==> config.mk <==
export PLATFORM = sky130hd
export DESIGN_NAME = cpu_control_fsm_flat
export DESIGN_NICKNAME = d
export VERILOG_FILES = /design/src/rtl/cpu_control_fsm_if.sv /design/src/rtl/cpu_control_fsm.sv /design/src/flat_wrapper.sv
export SDC_FILE = /design/constraint.sdc
export NUM_CORES = 1
export LEC_CHECK = 0
export ABC_AREA = 1
export CORE_ASPECT_RATIO = 0.7
export CORE_MARGIN = 2
export CORE_UTILIZATION = 30
export DETAILED_ROUTE_END_ITERATION = 12
export SLEW_MARGIN = 40
export SYNTH_ARGS = -nofsm -noshare
export SYNTH_HDL_FRONTEND = slang
export SYNTH_SLANG_ARGS = --single-unit
==> constraint.sdc <==
create_clock -name CLK -period 1.5 [get_ports CLK]
set_input_delay 0.375 -clock CLK [delete_from_list [all_inputs] [get_ports CLK]]
set_output_delay 0.375 -clock CLK [all_outputs]
set_load 0.02 [all_outputs]
==> src/rtl/cpu_control_fsm_if.sv <==
// Control bundle between the multi-cycle CPU datapath and its control FSM.
// The datapath (master) supplies the opcode held in the instruction register
// and the ALU zero flag; the FSM (slave) returns every datapath control strobe
// plus its current state for debug visibility.
interface cpu_control_fsm_if;
    logic [5:0] op;
    logic       zero;
    logic       InsMemRW;
    logic       IRWre;
    logic       PCWre;
    logic [1:0] PCSrc;
    logic       ALUSrcA;
    logic       ALUSrcB;
    logic [2:0] ALUOp;
    logic       RegWre;
    logic       RegDst;
    logic       mRD;
    logic       mWR;
    logic       DBDataSrc;
    logic       ExtSel;
    logic [3:0] state;

    modport master (
        output op, zero,
        input  InsMemRW, IRWre, PCWre, PCSrc, ALUSrcA, ALUSrcB, ALUOp,
        input  RegWre, RegDst, mRD, mWR, DBDataSrc, ExtSel, state
    );

    modport slave (
        input  op, zero,
        output InsMemRW, IRWre, PCWre, PCSrc, ALUSrcA, ALUSrcB, ALUOp,
        output RegWre, RegDst, mRD, mWR, DBDataSrc, ExtSel, state
    );
endinterface

==> src/rtl/cpu_control_fsm.sv <==
// Multi-cycle CPU control unit.
// Instruction flow: IF -> ID -> (EXE_R -> WB_R | EXE_LS -> MEM [-> WB_L] |
// EXE_B) -> IF, with j retiring in ID and halt parking in HALT until reset.
// Control outputs are a pure function of the state register and the opcode;
// the zero flag only steers PCSrc in EXE_B. While Reset is high the state is
// held at IF and every output is forced low, so an in-flight instruction is
// aborted without any further register or memory write strobe.
// The state register is visible on bus.state for debug.
module cpu_control_fsm (
    input  logic             CLK,
    input  logic             Reset,
    cpu_control_fsm_if.slave bus
);

    typedef enum logic [3:0] {
        S_IF     = 4'b0000,
        S_ID     = 4'b0001,
        S_EXE_R  = 4'b0010,
        S_EXE_LS = 4'b0011,
        S_EXE_B  = 4'b0100,
        S_MEM    = 4'b0101,
        S_WB_R   = 4'b0110,
        S_WB_L   = 4'b0111,
        S_HALT   = 4'b1000
    } state_t;

    localparam logic [5:0] OP_ADD   = 6'b000000;
    localparam logic [5:0] OP_SUB   = 6'b000001;
    localparam logic [5:0] OP_ADDIU = 6'b000010;
    localparam logic [5:0] OP_AND   = 6'b010000;
    localparam logic [5:0] OP_OR    = 6'b010001;
    localparam logic [5:0] OP_ORI   = 6'b010010;
    localparam logic [5:0] OP_SLL   = 6'b011000;
    localparam logic [5:0] OP_SW    = 6'b110000;
    localparam logic [5:0] OP_LW    = 6'b110001;
    localparam logic [5:0] OP_BEQ   = 6'b110100;
    localparam logic [5:0] OP_BNE   = 6'b110101;
    localparam logic [5:0] OP_J     = 6'b111000;
    localparam logic [5:0] OP_HALT  = 6'b111111;

    localparam logic [2:0] ALU_ADD = 3'b000;
    localparam logic [2:0] ALU_SUB = 3'b001;
    localparam logic [2:0] ALU_SLL = 3'b010;
    localparam logic [2:0] ALU_OR  = 3'b011;
    localparam logic [2:0] ALU_AND = 3'b100;

    localparam logic [1:0] PC_SEQ    = 2'b00;
    localparam logic [1:0] PC_BRANCH = 2'b01;
    localparam logic [1:0] PC_JUMP   = 2'b10;

    state_t r_state;
    state_t w_next_state;

    // One-hot opcode decode; unrecognised opcodes fall into the add class.
    logic w_op_add;
    logic w_op_sub;
    logic w_op_addiu;
    logic w_op_and;
    logic w_op_or;
    logic w_op_ori;
    logic w_op_sll;
    logic w_op_sw;
    logic w_op_lw;
    logic w_op_beq;
    logic w_op_bne;
    logic w_op_j;
    logic w_op_halt;

    logic w_is_rfmt;
    logic w_uses_imm;
    logic w_branch_taken;
    logic [2:0] w_alu_op_dec;

    // Unmasked control values, before the reset override.
    logic       w_ins_mem_rw;
    logic       w_ir_wre;
    logic       w_pc_wre;
    logic [1:0] w_pc_src;
    logic       w_alu_src_a;
    logic       w_alu_src_b;
    logic [2:0] w_alu_op;
    logic       w_reg_wre;
    logic       w_reg_dst;
    logic       w_m_rd;
    logic       w_m_wr;
    logic       w_db_data_src;
    logic       w_ext_sel;

    // Opcode decode into one flag per instruction class.
    always_comb begin
        w_op_add   = 1'b0;
        w_op_sub   = 1'b0;
        w_op_addiu = 1'b0;
        w_op_and   = 1'b0;
        w_op_or    = 1'b0;
        w_op_ori   = 1'b0;
        w_op_sll   = 1'b0;
        w_op_sw    = 1'b0;
        w_op_lw    = 1'b0;
        w_op_beq   = 1'b0;
        w_op_bne   = 1'b0;
        w_op_j     = 1'b0;
        w_op_halt  = 1'b0;
        case (bus.op)
            OP_ADD:   w_op_add   = 1'b1;
            OP_SUB:   w_op_sub   = 1'b1;
            OP_ADDIU: w_op_addiu = 1'b1;
            OP_AND:   w_op_and   = 1'b1;
            OP_OR:    w_op_or    = 1'b1;
            OP_ORI:   w_op_ori   = 1'b1;
            OP_SLL:   w_op_sll   = 1'b1;
            OP_SW:    w_op_sw    = 1'b1;
            OP_LW:    w_op_lw    = 1'b1;
            OP_BEQ:   w_op_beq   = 1'b1;
            OP_BNE:   w_op_bne   = 1'b1;
            OP_J:     w_op_j     = 1'b1;
            OP_HALT:  w_op_halt  = 1'b1;
            default:  w_op_add   = 1'b1;
        endcase
    end

    assign w_is_rfmt      = w_op_add | w_op_sub | w_op_and | w_op_or | w_op_sll;
    assign w_uses_imm     = w_op_addiu | w_op_ori | w_op_lw | w_op_sw;
    assign w_branch_taken = (w_op_beq & bus.zero) | (w_op_bne & ~bus.zero);

    // ALU function for the current opcode; only presented during EXE/MEM/WB.
    always_comb begin
        w_alu_op_dec = ALU_ADD;
        if (w_op_beq | w_op_bne | w_op_sub) begin
            w_alu_op_dec = ALU_SUB;
        end else if (w_op_or | w_op_ori) begin
            w_alu_op_dec = ALU_OR;
        end else if (w_op_and) begin
            w_alu_op_dec = ALU_AND;
        end else if (w_op_sll) begin
            w_alu_op_dec = ALU_SLL;
        end
    end

    // State register, forced to IF asynchronously by Reset.
    always_ff @(posedge CLK or posedge Reset) begin
        if (Reset) begin
            r_state <= S_IF;
        end else begin
            r_state <= w_next_state;
        end
    end

    // Next-state logic: dispatch in ID, join back to IF after the last cycle.
    always_comb begin
        w_next_state = r_state;
        case (r_state)
            S_IF: w_next_state = S_ID;
            S_ID: begin
                if (w_op_j) begin
                    w_next_state = S_IF;
                end else if (w_op_halt) begin
                    w_next_state = S_HALT;
                end else if (w_op_beq | w_op_bne) begin
                    w_next_state = S_EXE_B;
                end else if (w_op_lw | w_op_sw) begin
                    w_next_state = S_EXE_LS;
                end else begin
                    w_next_state = S_EXE_R;
                end
            end
            S_EXE_R:  w_next_state = S_WB_R;
            S_EXE_LS: w_next_state = S_MEM;
            S_EXE_B:  w_next_state = S_IF;
            S_MEM:    w_next_state = w_op_lw ? S_WB_L : S_IF;
            S_WB_R:   w_next_state = S_IF;
            S_WB_L:   w_next_state = S_IF;
            S_HALT:   w_next_state = S_HALT;
            default:  w_next_state = S_IF;
        endcase
    end

    // Control outputs: opcode-static selects plus per-state enables.
    always_comb begin
        w_ins_mem_rw  = 1'b0;
        w_ir_wre      = 1'b0;
        w_pc_wre      = 1'b0;
        w_pc_src      = PC_SEQ;
        w_alu_op      = ALU_ADD;
        w_reg_wre     = 1'b0;
        w_m_rd        = 1'b0;
        w_m_wr        = 1'b0;
        w_alu_src_a   = w_op_sll;
        w_alu_src_b   = w_uses_imm;
        w_reg_dst     = w_is_rfmt;
        w_db_data_src = w_op_lw;
        w_ext_sel     = ~w_op_ori;
        case (r_state)
            S_IF: begin
                w_ins_mem_rw = 1'b1;
                w_ir_wre     = 1'b1;
            end
            S_ID: begin
                // j retires here, so it owns the PC update in this cycle.
                if (w_op_j) begin
                    w_pc_wre = 1'b1;
                    w_pc_src = PC_JUMP;
                end
            end
            S_EXE_R, S_EXE_LS: begin
                w_alu_op = w_alu_op_dec;
            end
            S_EXE_B: begin
                w_alu_op = w_alu_op_dec;
                w_pc_wre = 1'b1;
                if (w_branch_taken) begin
                    w_pc_src = PC_BRANCH;
                end
            end
            S_MEM: begin
                w_alu_op = w_alu_op_dec;
                if (w_op_sw) begin
                    w_m_wr   = 1'b1;
                    w_pc_wre = 1'b1;
                end
                if (w_op_lw) begin
                    w_m_rd = 1'b1;
                end
            end
            S_WB_R: begin
                w_alu_op  = w_alu_op_dec;
                w_reg_wre = 1'b1;
                w_pc_wre  = 1'b1;
            end
            S_WB_L: begin
                // Hold the read so load data stays valid through writeback.
                w_alu_op  = w_alu_op_dec;
                w_reg_wre = 1'b1;
                w_pc_wre  = 1'b1;
                w_m_rd    = w_op_lw;
            end
            default: begin
                // HALT: every enable stays at its default of 0.
            end
        endcase
    end

    // Reset overrides every output combinationally, independent of CLK.
    assign bus.InsMemRW  = Reset ? 1'b0 : w_ins_mem_rw;
    assign bus.IRWre     = Reset ? 1'b0 : w_ir_wre;
    assign bus.PCWre     = Reset ? 1'b0 : w_pc_wre;
    assign bus.PCSrc     = Reset ? 2'b00 : w_pc_src;
    assign bus.ALUSrcA   = Reset ? 1'b0 : w_alu_src_a;
    assign bus.ALUSrcB   = Reset ? 1'b0 : w_alu_src_b;
    assign bus.ALUOp     = Reset ? 3'b000 : w_alu_op;
    assign bus.RegWre    = Reset ? 1'b0 : w_reg_wre;
    assign bus.RegDst    = Reset ? 1'b0 : w_reg_dst;
    assign bus.mRD       = Reset ? 1'b0 : w_m_rd;
    assign bus.mWR       = Reset ? 1'b0 : w_m_wr;
    assign bus.DBDataSrc = Reset ? 1'b0 : w_db_data_src;
    assign bus.ExtSel    = Reset ? 1'b0 : w_ext_sel;
    assign bus.state     = Reset ? 4'b0000 : r_state;

endmodule

==> src/flat_wrapper.sv <==
// flat-port wrapper written by rule: the top's interface ports become plain ports
module cpu_control_fsm_flat 
  (CLK, Reset, bus_op, bus_zero, bus_InsMemRW, bus_IRWre, bus_PCWre, bus_PCSrc, bus_ALUSrcA, bus_ALUSrcB, bus_ALUOp, bus_RegWre, bus_RegDst, bus_mRD, bus_mWR, bus_DBDataSrc, bus_ExtSel, bus_state);
  cpu_control_fsm_if bus_i ();
  input  logic CLK;
  input  logic Reset;
  input wire logic [$bits(bus_i.op)-1:0] bus_op;
  input wire logic [$bits(bus_i.zero)-1:0] bus_zero;
  output wire logic [$bits(bus_i.InsMemRW)-1:0] bus_InsMemRW;
  output wire logic [$bits(bus_i.IRWre)-1:0] bus_IRWre;
  output wire logic [$bits(bus_i.PCWre)-1:0] bus_PCWre;
  output wire logic [$bits(bus_i.PCSrc)-1:0] bus_PCSrc;
  output wire logic [$bits(bus_i.ALUSrcA)-1:0] bus_ALUSrcA;
  output wire logic [$bits(bus_i.ALUSrcB)-1:0] bus_ALUSrcB;
  output wire logic [$bits(bus_i.ALUOp)-1:0] bus_ALUOp;
  output wire logic [$bits(bus_i.RegWre)-1:0] bus_RegWre;
  output wire logic [$bits(bus_i.RegDst)-1:0] bus_RegDst;
  output wire logic [$bits(bus_i.mRD)-1:0] bus_mRD;
  output wire logic [$bits(bus_i.mWR)-1:0] bus_mWR;
  output wire logic [$bits(bus_i.DBDataSrc)-1:0] bus_DBDataSrc;
  output wire logic [$bits(bus_i.ExtSel)-1:0] bus_ExtSel;
  output wire logic [$bits(bus_i.state)-1:0] bus_state;
  assign bus_i.op = bus_op;
  assign bus_i.zero = bus_zero;
  assign bus_InsMemRW = bus_i.InsMemRW;
  assign bus_IRWre = bus_i.IRWre;
  assign bus_PCWre = bus_i.PCWre;
  assign bus_PCSrc = bus_i.PCSrc;
  assign bus_ALUSrcA = bus_i.ALUSrcA;
  assign bus_ALUSrcB = bus_i.ALUSrcB;
  assign bus_ALUOp = bus_i.ALUOp;
  assign bus_RegWre = bus_i.RegWre;
  assign bus_RegDst = bus_i.RegDst;
  assign bus_mRD = bus_i.mRD;
  assign bus_mWR = bus_i.mWR;
  assign bus_DBDataSrc = bus_i.DBDataSrc;
  assign bus_ExtSel = bus_i.ExtSel;
  assign bus_state = bus_i.state;
  cpu_control_fsm u_core (.CLK(CLK), .Reset(Reset), .bus(bus_i));
endmodule
==> results of run 1 <==
-- cell type report --
class	instances	area share, %
multi-input cells	84	43.9
repair buffers	56	38.8
flip-flops and latches	4	7.81
inverters	19	5.69
well taps	22	2.12
clock buffers	3	1.74
-- what timing repair did --
action,in CTS,in global routing
pin swaps,21,12
setup endpoints to repair,23,17
setup buffers,4,3
resized for setup,172,32
hold buffers,0,0
hold endpoints to repair,0,0
-- power breakdown --
part / internal, uW / switching [uW] / leakage, uW / total [uW]
Combinational: 423 / 486 / 0.000586 / 909
Sequential: 147 / 46.8 / 0.0000500 / 194
Clock: 89.5 / 43.5 / 0.0000138 / 133
Total: 660 / 576 / 0.000650 / 1240
-- synthesized netlist by cell type --
library cell,n
nor3_1,3
buf_4,1
nand4_1,2
nand3_1,14
and3_1,1
clkbuf_1,1
o21ai_0,2
and2_1,1
dfrtp_1,4
inv_2,2
nor4_1,1
nand3_2,1
nor2_2,5
nand2_1,22
inv_1,17
or2_1,1
nor2_1,30
a21oi_2,1
-- routing by layer --
metal	vias up	GRT usage (%)	share of wire, %
li1	453	-	-
met2	20	37.8	48
met1	428	24.5	47
met5	-	0	0
met3	2	6.13	3.7
met4	0	1.22	0.72
-- metrics by stage --
step | util [%] | power, uW | cells
3_5_place_dp | 57.8 | 909 | 179
2_1_floorplan | - | 541 | 109
3_3_place_gp | 57.8 | 908 | 179
5_1_grt | 71.9 | 1310 | 188
4_1_cts | 66.0 | 1080 | 186
6_report | 71.9 | 1240 | 188
-- path summary, 6_finish.rpt --
path,from,end,slack (ps),cells after the start
setup / recovery,u_core.r_state[3],bus_PCWre,-300,5
hold / removal,Reset,u_core.r_state[1],300,3
setup reg to reg,u_core.r_state[0],u_core.r_state[2],210,8
hold reg to reg,u_core.r_state[3],u_core.r_state[3],680,2
max in group asynchronous,Reset,u_core.r_state[3],1060,3
min in group CLK,bus_op[0],u_core.r_state[3],540,5
-- worst register-to-register path: stages, from the launching register on --
cell,delay [ps]
dfrtp_1,400
inv_2,70
nor2_4,110
buf_4,130
nand2_1,80
buf_4,140
nor2_1,150
nor2_1,70
nand3_1,70
-- cell families after synthesis --
kind of cell | count (synthesis) | synth area share [%]
buf+inv | 21 | 14.7
compound gates | 3 | 3.35
flops | 4 | 17.9
simple gates | 81 | 64.1
==> metrics.log, run 1 <==
INFO  metric totalNegativeSetupSlack = -2830 ps
INFO  metric leakage = 0.000650 uW
INFO  metric cp.required = 1120 ps
INFO  metric number_of_global_route_vias_before_repair = 814
INFO  metric proportion_of_layout_cells_with_a_drive_suffix_above_1 = 63.9%
INFO  metric floorplan.die_area = 2240 um2
INFO  metric fin_crit_sh = 120%
INFO  metric largest_register_ffs = 4
INFO  metric seq_area_frac_synth = 17.9%
INFO  metric unrepaired_setup_endpoints_after_global_routing = true
INFO  metric detailedRoute.firstIterationViolations = 10
INFO  metric vias_per_cell = 4.80
INFO  metric critical_path_at = 1420 ps
INFO  metric numCtsBuffers = 3
INFO  metric area.sequential = 101 um2
INFO  metric kind_of_launch_point_of_the_worst_setup_path = flip-flop
INFO  metric place_congestion = 0.874
INFO  metric route.detailed.wl_per_inst = 12.6 um
INFO  metric cap_violations = 0
INFO  metric min-delay-path-class = primary input to async pin
INFO  metric grt_antenna_before_repair = 0
INFO  metric htree_num_levels = 1
INFO  metric timing.final.ws_setup = -298 ps
INFO  metric dominant_cell_type_by_area_after_synthesis = nor2_1
INFO  metric cts_tree = done
INFO  metric placed_area = 1040 um2
INFO  metric largest-register = u_core.r_state
INFO  metric chipHeight = 40.2 um
INFO  metric num_rows = 13
INFO  metric yosys-top-cells-area = nor2_1 (20%), dfrtp_1 (18%), nand2_1 (15%)
INFO  metric timing_hold_violations_final = 0
INFO  metric synthesis.area_per_instance = 5.14 um2
INFO  metric synth.top_cell.area_share = 20.1%
INFO  metric worst-setup-path-type = flip-flop to output pin
INFO  metric vias = 903
INFO  metric die_w = 55.7 um
INFO  metric yosys_register_bits = 4
INFO  metric ant_nets = 0
INFO  metric clkSinkCount = 4
INFO  metric detail_route.wirelength = 2.36 mm
INFO  metric biggestRegsByFlops = u_core.r_state: 4 flops
INFO  metric layout_common_cells = buf_4 (31), buf_6 (17), nor2_1 (15)
INFO  metric start_util = 31.0%
INFO  metric area.growth.synth_to_final = 131%
INFO  metric grt_pass1_wl = 3.47 mm
INFO  metric fin_area = 1300 um2
INFO  metric clkSlewWorstSetupHoldPaths = 40 ps
INFO  metric antenna_cells_inserted = 0
INFO  metric synth-warning-count = 0
INFO  metric syn-cell-area = 561 um2
INFO  metric n_fill_cell = 125
INFO  metric post_synth_inst_count = 109
INFO  metric path_max_fanout = 4
INFO  metric timing_worst_slew_pin_value = 242 ps
INFO  metric layout.cells.most_common = buf_4
INFO  metric power.density_cell_area = 953 nW/um2
INFO  metric io_buffer_count = 28
INFO  metric failed_checks = setup timing
INFO  metric power.ir.vdd_worst = 1.05 mV
INFO  metric drv_slew = 0
INFO  metric synth_nets = 118
INFO  metric slowest_delay = 450 ps
INFO  metric drt_first_pass_iters = 4
INFO  metric timing.critical_path.cells = nor2_4, nand2_2, or2_4, a21oi_2, buf_4
INFO  metric dp.final_hpwl = 1.51 mm
INFO  metric pin_count_of_the_biggest_net_entering_global_routing = 13
INFO  metric critical-path-slowest-cell = dfrtp_2
INFO  metric io_pins = 29
INFO  metric drcViolationCount = 0
INFO  metric clock_tree.root_cell = clkbuf_4
INFO  metric status = finished with violations
INFO  metric worst_skew_pair.late_latency = 230 ps
INFO  metric end_kind = output pin
INFO  metric grt.overflow.total = 0
INFO  metric worst_setup_slack_after_placement = -1110 ps
INFO  metric final.min_clock_period = 1800 ps
INFO  metric skew = 3.10 ps
INFO  metric critPathBufInv = 1
INFO  metric achievable-frequency = 0.556 GHz
INFO  metric grt_use_total = 20.1%
INFO  metric core = 1810 um2
INFO  metric setup-violations-final = 17
INFO  metric critical-path-top-delay-family = simple AND/OR/NAND/NOR gates
INFO  metric maxSlewHeadroom = 83.8%
INFO  metric final.hold.worst_slack = 298 ps
INFO  metric finish.net_count = 177
INFO  metric synth_cell_types = 18
INFO  metric number_of_buffers_between_clock_root_and_the_deepest_sink = 2
INFO  metric multi_input_comb_area = 569 um2
(Power assumes the default switching activity.)
==> run 2: changes to the inputs <==
--- a/config.mk
+++ b/config.mk
@@ -7,7 +7,6 @@
 export LEC_CHECK = 0
 export ABC_AREA = 1
 export CORE_ASPECT_RATIO = 0.7
-export CORE_MARGIN = 2
 export CORE_UTILIZATION = 30
 export DETAILED_ROUTE_END_ITERATION = 12
 export SLEW_MARGIN = 40
==> metrics.log, run 2 (synthesis gave the netlist of run 1 again) <==
INFO  metric path_max_fanout = 3
INFO  metric cap_violations = 0
INFO  metric kind_of_launch_point_of_the_worst_setup_path = flip-flop
INFO  metric htree_num_levels = 1
INFO  metric leakage = 0.000737 uW
INFO  metric power.ir.vdd_worst = 1.03 mV
INFO  metric fin_crit_sh = 125%
INFO  metric ant_nets = 0
INFO  metric grt_pass1_wl = 4.48 mm
INFO  metric finish.net_count = 189
INFO  metric critical-path-top-delay-family = flip-flops
INFO  metric io_pins = 29
INFO  metric final.hold.worst_slack = 313 ps
INFO  metric pin_count_of_the_biggest_net_entering_global_routing = 13
INFO  metric min-delay-path-class = primary input to async pin
INFO  metric skew = 14.0 ps
INFO  metric start_util = 33.6%
INFO  metric unrepaired_setup_endpoints_after_global_routing = true
INFO  metric maxSlewHeadroom = 78.8%
INFO  metric detail_route.wirelength = 3.62 mm
INFO  metric dp.final_hpwl = 1.57 mm
INFO  metric proportion_of_layout_cells_with_a_drive_suffix_above_1 = 71.9%
INFO  metric critical_path_at = 1490 ps
INFO  metric io_buffer_count = 28
INFO  metric die_w = 53.7 um
INFO  metric seqPwrFrac = 13.2%
INFO  metric place_congestion = 0.819
INFO  metric end_kind = output pin
INFO  metric layout.core_utilization = 90.5%
INFO  metric route.detailed.wl_per_inst = 18.2 um
INFO  metric number_of_global_route_vias_before_repair = 955
INFO  metric core = 1670 um2
INFO  metric layout.cells.most_common = buf_4
INFO  metric layout_common_cells = buf_4 (34), buf_6 (26), nor2_4 (13)
INFO  metric biggestRegsByFlops = u_core.r_state: 4 flops
INFO  metric largest_register_ffs = 4
INFO  metric failed_checks = setup timing
INFO  metric critPathBufInv = 3
INFO  metric numCtsBuffers = 3
INFO  metric totalNegativeSetupSlack = -4100 ps
INFO  metric detailedRoute.firstIterationViolations = 57
INFO  metric num_rows = 12
INFO  metric clock_network_power_share = 10.1%
INFO  metric cts_tree = done
INFO  metric grt_use_total = 32.0%
INFO  metric p_sw = 718 uW
INFO  metric vias = 1115
INFO  metric clkSlewWorstSetupHoldPaths = 50 ps
INFO  metric cp.required = 1120 ps
INFO  metric achievable-frequency = 0.535 GHz
INFO  metric chipHeight = 38.2 um
INFO  metric grt_antenna_before_repair = 0
INFO  metric timing_worst_slew_pin_value = 316 ps
INFO  metric grt.overflow.total = 0
INFO  metric critical-path-slowest-cell = dfrtp_1
INFO  metric drv_slew = 0
INFO  metric timing_hold_violations_final = 0
INFO  metric area.growth.synth_to_final = 169%
INFO  metric vias_per_cell = 5.60
INFO  metric timing.final.ws_setup = -369 ps
INFO  metric clock_tree.root_cell = clkbuf_4
INFO  metric power.density_cell_area = 986 nW/um2
INFO  metric largest-register = u_core.r_state
INFO  metric slowest_delay = 460 ps
INFO  metric clkSinkCount = 4
INFO  metric combinational_power_share = 76.7%
INFO  metric status = finished with violations
INFO  metric floorplan.die_area = 2050 um2
INFO  metric ctsHoldBuffers = 0
INFO  metric cell_internal_pwr = 769 uW
INFO  metric worst-setup-path-type = flip-flop to output pin
INFO  metric drt_first_pass_iters = 4
INFO  metric final.min_clock_period = 1870 ps
INFO  metric number_of_buffers_between_clock_root_and_the_deepest_sink = 2
INFO  metric setup-violations-final = 18
INFO  metric drcViolationCount = 0
INFO  metric worst_skew_pair.late_latency = 250 ps
INFO  metric design_power_total = 1490 uW
INFO  metric timing.critical_path.cells = inv_2, nor2_4, buf_4, nand2_1, a21oi_4, buf_6
INFO  metric power_switching_share = 48.3%
INFO  metric antenna_cells_inserted = 0
## run 2: final timing paths
check                           slack (ps)              start                 to  cells after the start
worst max-delay path                  -370  u_core.r_state[2]          bus_PCWre                      6
worst min-delay path                   310              Reset  u_core.r_state[3]                      3
worst max register to register          70  u_core.r_state[2]  u_core.r_state[2]                      7
worst min register to register         740  u_core.r_state[3]  u_core.r_state[3]                      2
max in group asynchronous             1030              Reset  u_core.r_state[1]                      3
min in group CLK                       700          bus_op[3]  u_core.r_state[3]                      6
## run 2: worst reg2reg max path, stage by stage (launching register included)
cell and delay, ps:
dfrtp_1 460, inv_2 100, nor2_4 150, nand2_1 120
buf_4 150, nor2_1 170, nor2_1 100, nand3_1 110
## run 2: final cells by class
cell class,count,area (um2)
Fill cell,75,158
Multi-Input combinational cell,84,641
Inverter,19,76.3
Clock buffer,3,22.5
Sequential cell,4,101
Timing Repair Buffer,68,642
Tap cell,21,26.3
## run 2: stage by stage
stage	area [um2]	cells	setup slack [ps]
final	1510	199	-369
after detailed placement	1070	182	-1100
after floorplan	582	109	-54.7
after global routing	1510	199	-410
after CTS	1340	192	-239
after global placement	1070	182	-1050
## run 2: metal layers
metal | wire (um) | vias up | track usage, % | part of all wire (%)
met2 | 1730 | 86 | 53.7 | 48
met3 | 343 | 19 | 10.3 | 9.5
met5 | 0 | - | 0 | 0
li1 | - | 480 | - | -
met1 | 1410 | 530 | 37.3 | 39
met4 | 136 | 0 | 13.2 | 3.8
## run 2: power by group through the flow
stage | sequential [uW] | clock [uW] | combinational, uW
after global placement | 174 | 0 | 761
after CTS | 178 | 141 | 925
after global routing | 195 | 156 | 1200
after detailed placement | 175 | 0 | 763
after floorplan | 175 | 0 | 366
final | 196 | 150 | 1140
## run 2: repair_timing
item	CTS	global route
endpoints found under the setup margin	23	18
setup buffers	8	8
pin swaps	21	15
resized for setup	195	34
==> run 3: changes to the inputs <==
--- a/config.mk
+++ b/config.mk
@@ -9,6 +9,7 @@
 export CORE_ASPECT_RATIO = 0.7
 export CORE_UTILIZATION = 30
 export DETAILED_ROUTE_END_ITERATION = 12
+export PLACE_DENSITY = 0.65
 export SLEW_MARGIN = 40
 export SYNTH_ARGS = -nofsm -noshare
 export SYNTH_HDL_FRONTEND = slang
==> metrics.log, run 3 (synthesis gave the netlist of run 1 again) <==
INFO  metric dp.cells = 176
INFO  metric proportion_of_layout_cells_with_a_drive_suffix_above_1 = 70.9%
INFO  metric kind_of_launch_point_of_the_worst_setup_path = flip-flop
INFO  metric leakage = 0.000725 uW
INFO  metric ant_nets = 0
INFO  metric biggestRegsByFlops = u_core.r_state: 4 flops
INFO  metric timing_hold_violations_final = 0
INFO  metric design_power_total = 1440 uW
INFO  metric finish.net_count = 190
INFO  metric min-delay-path-class = primary input to async pin
INFO  metric htree_num_levels = 1
INFO  metric critical-path-top-delay-family = simple AND/OR/NAND/NOR gates
INFO  metric vias_per_cell = 5.45
INFO  metric timing_worst_slew_pin_value = 261 ps
INFO  metric worst_setup_slack_after_placement = -1070 ps
INFO  metric drt_first_pass_iters = 4
INFO  metric timing.critical_path.cells = inv_2, nand2_4, nor2_4, nand4_1, nor2_1, buf_4
INFO  metric ctsHoldBuffers = 0
INFO  metric cp.required = 1120 ps
INFO  metric fin_area = 1460 um2
INFO  metric final.min_clock_period = 1910 ps
INFO  metric worst_skew_pair.late_latency = 230 ps
INFO  metric power.ir.vdd_worst = 1.07 mV
INFO  metric fin_crit_sh = 127%
INFO  metric start_util = 33.6%
INFO  metric pin_count_of_the_biggest_net_entering_global_routing = 13
INFO  metric detailedRoute.firstIterationViolations = 66
INFO  metric setup-violations-final = 22
INFO  metric skew = 1.82 ps
INFO  metric unrepaired_setup_endpoints_after_global_routing = true
INFO  metric clock_tree.root_cell = clkbuf_4
INFO  metric final.hold.worst_slack = 320 ps
INFO  metric critPathBufInv = 2
INFO  metric failed_checks = setup timing
INFO  metric dp.final_hpwl = 1.53 mm
INFO  metric placed_area = 1030 um2
INFO  metric clkSinkCount = 4
INFO  metric grt_pass1_wl = 4.22 mm
INFO  metric vias = 1090
INFO  metric number_of_global_route_vias_before_repair = 872
INFO  metric cts_tree = done
INFO  metric largest_register_ffs = 4
INFO  metric grt_antenna_before_repair = 0
INFO  metric achievable-frequency = 0.524 GHz
INFO  metric critical-path-slowest-cell = dfrtp_2
INFO  metric timing.final.ws_setup = -407 ps
INFO  metric die_w = 53.7 um
INFO  metric clkSlewWorstSetupHoldPaths = 40 ps
INFO  metric layout_common_cells = buf_4 (39), buf_6 (20), nand2_1 (14)
INFO  metric detail_route.wirelength = 3.68 mm
INFO  metric drcViolationCount = 0
INFO  metric io_pins = 29
INFO  metric grt_use_total = 31.0%
INFO  metric status = finished with violations
INFO  metric number_of_buffers_between_clock_root_and_the_deepest_sink = 2
INFO  metric layout.cells.most_common = buf_4
INFO  metric slowest_delay = 460 ps
INFO  metric antenna_cells_inserted = 0
INFO  metric route.detailed.wl_per_inst = 18.4 um
INFO  metric largest-register = u_core.r_state
INFO  metric floorplan.die_area = 2050 um2
INFO  metric drv_slew = 0
INFO  metric area.growth.synth_to_final = 160%
INFO  metric critical_path_at = 1530 ps
INFO  metric maxSlewHeadroom = 82.6%
INFO  metric worst-setup-path-type = flip-flop to output pin
INFO  metric cap_violations = 0
INFO  metric num_rows = 12
INFO  metric chipHeight = 38.2 um
INFO  metric fin_cells = 200
INFO  metric io_buffer_count = 28
INFO  metric path_max_fanout = 4
INFO  metric power.density_cell_area = 987 nW/um2
INFO  metric place_congestion = 0.813
INFO  metric numCtsBuffers = 3
INFO  metric end_kind = output pin
INFO  metric core = 1670 um2
INFO  metric grt.overflow.total = 0
## run 3: cell types whose count changed in the layout (fill, tap and decap cells not counted), moves of 2 or more
cell | before | now
nand3_1 | 5 | 8
nand2_2 | 7 | 4
inv_2 | 6 | 8
inv_1 | 12 | 10
buf_4 | 34 | 39
buf_2 | 2 | 4
nand2_1 | 12 | 14
buf_6 | 26 | 20
nand3_2 | 6 | 3
## run 3: timing repair
item	in CTS	in global routing
setup buffers	12	9
setup endpoints to repair	21	21
gates resized for setup	180	40
pin swaps	21	13
## run 3: final cells by class
cell class	count	area, um2
Timing Repair Buffer	69	617
Multi-Input combinational cell	84	613
Fill cell	88	211
Sequential cell	4	103
Inverter	19	73.8
Tap cell	21	26.3
Clock buffer	3	22.5
## run 3: layer usage
metal	up-vias	share of wire [%]	track usage (%)
met1	509	41	39.6
met5	-	0	0
met3	25	7.7	3.57
met2	73	45	46.3
met4	0	5.8	26.3
li1	483	-	-
## run 3: worst paths after layout
path | slack (ps) | startpoint | endpoint | depth (start not counted)
min in group CLK | 590 | bus_op[3] | u_core.r_state[3] | 5
min | 320 | Reset | u_core.r_state[3] | 3
min reg2reg | 700 | u_core.r_state[3] | u_core.r_state[3] | 2
max in group asynchronous | 1040 | Reset | u_core.r_state[2] | 3
max reg2reg | -90 | u_core.r_state[0] | u_core.r_state[2] | 11
max | -410 | u_core.r_state[3] | bus_ALUOp[1] | 6
## run 3: tightest hold or removal path, cell delays in order
cell	delay, ps
dlygate4sd2_1	260
inv_2	90
buf_6	150
## run 3: report_power, final
part	switching, uW	internal (uW)	total (uW)
Sequential	40.5	149	190
Combinational	600	515	1110
Clock	42.6	89.4	132
Total	683	754	1440
## run 3: per-stage QoR
step	utilization [%]	TNS [ps]
3_3_place_gp	61.6	-17420
4_1_cts	75.4	-2080
3_5_place_dp	61.6	-17910
2_1_floorplan	-	-133
5_1_grt	87.3	-4710
6_report	87.3	-3550
